`src/rtl/stage_if_pkg.sv`:
```
// Shared fetch-stage definitions: bus widths, NOP/opcode constants, FSM encodings
// and the RV32I B/J immediate extractors used by the branch predictor.
package stage_if_pkg;

  localparam int InstAddrBus = 32;
  localparam int InstBus     = 32;

  localparam logic [31:0] InstNop      = 32'h0000_0013;
  localparam logic [6:0]  OpcodeBranch = 7'b1100011;
  localparam logic [6:0]  OpcodeJal    = 7'b1101111;

  localparam logic [1:0] IfFetch = 2'd0;
  localparam logic [1:0] IfWait  = 2'd1;
  localparam logic [1:0] IfHold  = 2'd2;

  function automatic logic [31:0] imm_b(input logic [31:0] inst);
    return {{20{inst[31]}}, inst[7], inst[30:25], inst[11:8], 1'b0};
  endfunction

  function automatic logic [31:0] imm_j(input logic [31:0] inst);
    return {{12{inst[31]}}, inst[19:12], inst[20], inst[30:21], 1'b0};
  endfunction

endpackage

```
`src/rtl/stage_if_bht.sv`:
```
// Branch history table: 2-bit saturating counters plus B/J predecode producing
// a predicted-taken flag and target for the instruction being fetched.
module if_bht
  import stage_if_pkg::*;
#(
  parameter int BHT_INDEX_W = 6
) (
  input  logic        clk,
  input  logic        rst_n,
  input  logic [31:0] i_pc,
  input  logic [31:0] i_inst,
  input  logic        i_upd,
  input  logic [31:0] i_upd_pc,
  input  logic        i_upd_taken,
  output logic        o_predict,
  output logic [31:0] o_target
);

  localparam int Entries = 1 << BHT_INDEX_W;

  logic [1:0]             r_cnt [Entries];
  logic [BHT_INDEX_W-1:0] w_rd_idx;
  logic [BHT_INDEX_W-1:0] w_wr_idx;
  logic [6:0]             w_opcode;
  logic                   w_unused_pc;

  assign w_rd_idx    = i_pc[BHT_INDEX_W+1:2];
  assign w_wr_idx    = i_upd_pc[BHT_INDEX_W+1:2];
  assign w_opcode    = i_inst[6:0];
  assign w_unused_pc = ^{i_upd_pc[31:BHT_INDEX_W+2], i_upd_pc[1:0]};

  // The read is combinational off the registered array, so a same-cycle update
  // to the same entry is seen only on the following cycle.
  always_ff @(posedge clk or negedge rst_n) begin
    if (!rst_n) begin
      for (int i = 0; i < Entries; i++) r_cnt[i] <= 2'b01;
    end else if (i_upd) begin
      if (i_upd_taken && r_cnt[w_wr_idx] != 2'b11)
        r_cnt[w_wr_idx] <= r_cnt[w_wr_idx] + 2'd1;
      else if (!i_upd_taken && r_cnt[w_wr_idx] != 2'b00)
        r_cnt[w_wr_idx] <= r_cnt[w_wr_idx] - 2'd1;
    end
  end

  always_comb begin
    o_predict = 1'b0;
    o_target  = i_pc + imm_b(i_inst);
    if (w_opcode == OpcodeJal) begin
      o_predict = 1'b1;
      o_target  = i_pc + imm_j(i_inst);
    end else if (w_opcode == OpcodeBranch) begin
      o_predict = r_cnt[w_rd_idx][1];
    end
  end

endmodule

```
`src/rtl/stage_if.sv`:
```
// RV32I instruction-fetch stage: PC owner, single-outstanding memory fetch,
// registered decode bundle. Define STAGE_IF_BHT_EN to enable branch prediction.
module stage_if
  import stage_if_pkg::*;
#(
  parameter logic [31:0] RESET_PC    = 32'h0000_0000,
  parameter int          BHT_INDEX_W = 6
) (
  input  logic        clk,
  input  logic        rst_n,
  input  logic        stall_i,
  input  logic        redirect_i,
  input  logic [31:0] redirect_pc_i,
  output logic        mem_req_o,
  output logic [31:0] mem_addr_o,
  input  logic        mem_ready_i,
  input  logic [31:0] mem_data_i,
  output logic [31:0] pc_o,
  output logic [31:0] inst_o,
  output logic        valid_o,
  output logic        predict_o,
  input  logic        bht_update_i,
  input  logic [31:0] bht_pc_i,
  input  logic        bht_taken_i
);

  logic [1:0]  r_state;
  logic [31:0] r_pc;
  logic        r_mem_req;
  logic [31:0] r_mem_addr;
  logic        r_discard;
  logic [31:0] r_hold_inst;
  logic [31:0] r_pc_o;
  logic [31:0] r_inst_o;
  logic        r_valid_o;
  logic        r_predict_o;

  logic [31:0] w_redirect_pc;
  logic        w_resp;
  logic        w_take;
  logic [31:0] w_fetch_inst;
  logic        w_predict;
  logic [31:0] w_next_pc;
  logic        w_unused;

  assign w_redirect_pc = {redirect_pc_i[31:2], 2'b00};
  assign w_resp        = (r_state == IfWait) && mem_ready_i;
  assign w_fetch_inst  = (r_state == IfHold) ? r_hold_inst : mem_data_i;
  // An instruction moves to decode when one is available and neither stall nor redirect blocks it.
  assign w_take        = !redirect_i && !stall_i &&
                         ((w_resp && !r_discard) || (r_state == IfHold));

`ifdef STAGE_IF_BHT_EN
  logic [31:0] w_target;

  if_bht #(.BHT_INDEX_W(BHT_INDEX_W)) u_bht (
    .clk        (clk),
    .rst_n      (rst_n),
    .i_pc       (r_pc),
    .i_inst     (w_fetch_inst),
    .i_upd      (bht_update_i),
    .i_upd_pc   (bht_pc_i),
    .i_upd_taken(bht_taken_i),
    .o_predict  (w_predict),
    .o_target   (w_target)
  );

  assign w_next_pc = w_predict ? w_target : r_pc + 32'd4;
  assign w_unused  = ^redirect_pc_i[1:0];
`else
  assign w_predict = 1'b0;
  assign w_next_pc = r_pc + 32'd4;
  assign w_unused  = ^{redirect_pc_i[1:0], bht_update_i, bht_pc_i, bht_taken_i,
                       BHT_INDEX_W[0]};
`endif

  always_ff @(posedge clk or negedge rst_n) begin
    if (!rst_n) begin
      r_state     <= IfFetch;
      r_pc        <= RESET_PC;
      r_mem_req   <= 1'b0;
      r_mem_addr  <= 32'h0;
      r_discard   <= 1'b0;
      r_pc_o      <= 32'h0;
      r_inst_o    <= InstNop;
      r_valid_o   <= 1'b0;
      r_predict_o <= 1'b0;
    end else begin
      if (w_take) begin
        r_pc_o      <= r_pc;
        r_inst_o    <= w_fetch_inst;
        r_valid_o   <= 1'b1;
        r_predict_o <= w_predict;
      end else if (redirect_i || !stall_i) begin
        r_inst_o    <= InstNop;
        r_valid_o   <= 1'b0;
        r_predict_o <= 1'b0;
      end

      if (redirect_i)  r_pc <= w_redirect_pc;
      else if (w_take) r_pc <= w_next_pc;

      case (r_state)
        IfFetch: begin
          if (!redirect_i) begin
            r_mem_req  <= 1'b1;
            r_mem_addr <= r_pc;
            r_state    <= IfWait;
          end
        end
        IfWait: begin
          if (mem_ready_i) begin
            r_mem_req <= 1'b0;
            r_discard <= 1'b0;
            if (redirect_i || r_discard || !stall_i) r_state <= IfFetch;
            else                                     r_state <= IfHold;
          end else if (redirect_i) begin
            // The in-flight response must still be consumed, then thrown away.
            r_discard <= 1'b1;
          end
        end
        IfHold: begin
          if (redirect_i || !stall_i) r_state <= IfFetch;
        end
        default: r_state <= IfFetch;
      endcase
    end
  end

  always_ff @(posedge clk) begin
    if (w_resp && stall_i) r_hold_inst <= mem_data_i;
  end

  assign mem_req_o  = r_mem_req;
  assign mem_addr_o = r_mem_addr;
  assign pc_o       = r_pc_o;
  assign inst_o     = r_inst_o;
  assign valid_o    = r_valid_o;
  assign predict_o  = r_predict_o;

endmodule

```
`config.mk`:
```
export PLATFORM = sky130hd
export DESIGN_NAME = stage_if
export DESIGN_NICKNAME = d
export VERILOG_FILES = /design/src/rtl/stage_if_pkg.sv /design/src/rtl/stage_if_bht.sv /design/src/rtl/stage_if.sv
export SDC_FILE = /design/constraint.sdc
export NUM_CORES = 1
export LEC_CHECK = 0
export ABC_AREA = 1
export BUFFER_PORTS_ARGS = -buffer_cell sky130_fd_sc_hd__clkbuf_2
export CAP_MARGIN = 20
export CORE_AREA = 2 2 111 134
export CTS_CLUSTER_DIAMETER = 100
export DETAILED_ROUTE_END_ITERATION = 8
export DIE_AREA = 0 0 113 136
export PLACE_DENSITY = 0.89
export SETUP_SLACK_MARGIN = 0.2
export SKIP_CTS_REPAIR_TIMING = 1
export SYNTH_ARGS = -nofsm -noshare
export SYNTH_HDL_FRONTEND = slang
export SYNTH_HIERARCHICAL = 1
export SYNTH_SLANG_ARGS = --single-unit
```
`constraint.sdc`:
```
create_clock -name clk -period 2.9 [get_ports clk]
set_input_delay 0.29 -clock clk [delete_from_list [all_inputs] [get_ports clk]]
set_output_delay 0.29 -clock clk [all_outputs]
set_load 0.02 [all_outputs]
```
==> impl_metrics.json <==
{
  "status": "complete, but fails checks",
  "violations": "design-rule violations, negative hold slack",
  "pin_count": 202,
  "antenna_found_initial": 1,
  "timing.setup.tns_ps": 0,
  "fillers": 1196,
  "p_per_area_mw_per_mm2": 783,
  "yosys.area.top_type_share_pct": 43.4,
  "synth_area_leader_cell": "dfrtp_1",
  "p_leak_nw": 4.33,
  "die_x_um": 113,
  "hold_slack_ps": -27.4,
  "finalSetupViolations": 0,
  "cts.sinks": 159,
  "cts_tree": "done",
  "end_kind": "flop",
  "fin_crit_sh_pct": 75.9,
  "start_util_pct": 50.5,
  "crit_arrival_ps": 2550,
  "synth_most_common_cell": "nand2_1",
  "area_delta_synth_final_pct": 21.7,
  "required_ps": 3250,
  "grt_pass1_vias": 5873,
  "ys_ff_latch": 159,
  "grt_pass1_wl_um": 28200,
  "finalHoldViolations": 8,
  "netlist_area_mm2": 0.00715,
  "die_area_mm2": 0.0154,
  "startpoint_type": "flop",
  "drc_errors": 11,
  "cts.clk_slew.worst_paths_ps": 60,
  "p_total_mw": 6.82,
  "final_core_utilization_pct": 61.4,
  "cts_root_buf": "clkbuf_16",
  "min_period_ps": 2200,
  "placed_cell_area_mm2": 0.00810,
  "synth_flop_cell": "dfrtp_1",
  "synth_area_per_cell_um2": 8.75,
  "max-vdd-ir-drop_v": 0.000494,
  "drive_above_1_share_pct": 22.7,
  "place.port_buffers": 160,
  "synth-seq-area-share_pct": 57.9,
  "max_freq_ghz": 0.454,
  "row_count": 48,
  "worst_slew_pin_slew_ps": 693,
  "worstPathMaxFanout": 33,
  "nets": 1073,
  "syn_inst": 817,
  "fin_skew_ps": 6.54,
  "async_reset_ff_share_pct": 79.9,
  "clock_latency_ps": 420,
  "track_usage_pct": 22.9,
  "drt.antenna.violating_nets": 0,
  "gp_congestion": 0.884,
  "htreeDepth": 4,
  "maxCapViolCount": 0,
  "overflow": 0,
  "rsz0062_at_grt": "no",
  "wl_per_cell_um": 14.8,
  "ys_top_cells_by_area": "dfrtp_1 43%, nand2_1 14%, edfxtp_1 13%, o21ai_0 5.4%, nand3_1 5.3%",
  "routed_wl_um": 17100,
  "dr_total_vias": 6024,
  "slew_headroom_pct": 53.8,
  "first_pass_iters": 7,
  "yosys-top-cells-count": "267 x nand2_1, 124 x dfrtp_1, 77 x o21ai_0",
  "clock_path_buffers": 2,
  "grt_max_degree": 128,
  "die_y_um": 136,
  "dp_hpwl_um": 11700,
  "core_mm2": 0.0142,
  "drt_iter0_markers": 463,
  "yosys_warnings": 6,
  "drv_slew": 0,
  "vias_per_cell": 5.21,
  "final_area_mm2": 0.00870,
  "numCtsBuffers": 17,
  "synth_edf_count": 32,
  "hp-class": "in -> async",
  "yosysUniqueCellTypes": 30,
  "n_antenna_cell": 0,
  "worstSetupPathType": "reg -> reg"
}
metal layers:
layer | share of wire [%] | global-route usage [%]
met5 | 0.064 | 0
met4 | 2.0 | 7.86
met3 | 7.9 | 7.04
met2 | 49 | 38.5
met1 | 41 | 28.3
worst paths after layout:
path                           startpoint              end  slack (ps)  depth (start not counted)
setup reg to reg               r_state[1]         r_pc[17]         700                          8
max in group asynchronous           rst_n   mem_addr_o[24]        2410                          2
min in group clk           mem_data_i[22]  r_hold_inst[22]          60                          1
hold / removal                      rst_n   mem_addr_o[12]         -30                          2
setup / recovery               r_state[1]         r_pc[17]         700                          8
hold reg to reg                  pc_o[20]         pc_o[20]         480                          2
cell usage in the layout, fill, tap and decap left out, types with 3 or more instances in the layout:
cell,synthesis,final
nand2_1,267,267
clkbuf_2,0,159
nand3_1,76,75
dfrtp_1,124,124
nor2_1,43,41
bufinv_16,0,4
nand2_2,4,4
clkbuf_16,0,17
clkinvlp_4,0,3
dfstp_2,3,3
buf_4,9,9
nor2_4,3,3
or2_1,3,3
inv_1,62,62
o21ai_0,77,77
conb_1,1,5
edfxtp_1,32,32
o211ai_1,29,29
xor2_1,6,6
inv_2,4,4
clkinv_2,0,4
or2_0,26,26
nor2_2,5,7
state kept, by name, indices dropped and copies added, names as in the netlist:
register     cells
r_state          2
mem_addr_o      30
r_pc            30
r_hold_inst     32
mem_req_o        1
valid_o          1
inst_o          32
r_discard        1
pc_o            30
worst max-delay path, cell delays in order, from the launching register on:
cell and delay (ps):
dfrtp_1 390, inv_1 90, nand4_1 160, nand2_1 90, nand2_2 420, buf_4 420
buf_4 340, nand3_1 120, nand3_1 100
cells by family after synthesis:
kind of cell | after synthesis | share of synthesized area [%]
AOI/OAI and AO/OA | 110 | 8.83
xor gates and xnor gates | 7 | 0.857
other | 1 | 0.0524
DFF | 159 | 57.9
adders and majority gates | 1 | 0.175
buffers and inverters | 107 | 6.33
and+or+nand+nor | 432 | 25.8
power breakdown:
part / switching (mW) / total (mW) / internal [mW]
Sequential: 0.268 / 2.98 / 2.71
Clock: 0.865 / 2.29 / 1.43
Combinational: 1.04 / 1.54 / 0.499
through the flow:
step	instances	setup slack [ps]
floorplan	821	502
global placement	1125	770
detailed placement	1125	699
CTS	1157	676
global route	1157	478
finish	1157	698
cell type report:
cell class              instances  area, µm²  area share, %
flip-flops and latches        159       4140           47.6
multi-input cells             555       2590           29.7
repair buffers                170        903           10.4
clock buffers                  19        433           4.97
inverters                      66        248           2.85
well taps                     175        219           2.52
clock inverters                13        170           1.95
No activity file was read; power rests on OpenSTA's default activity.
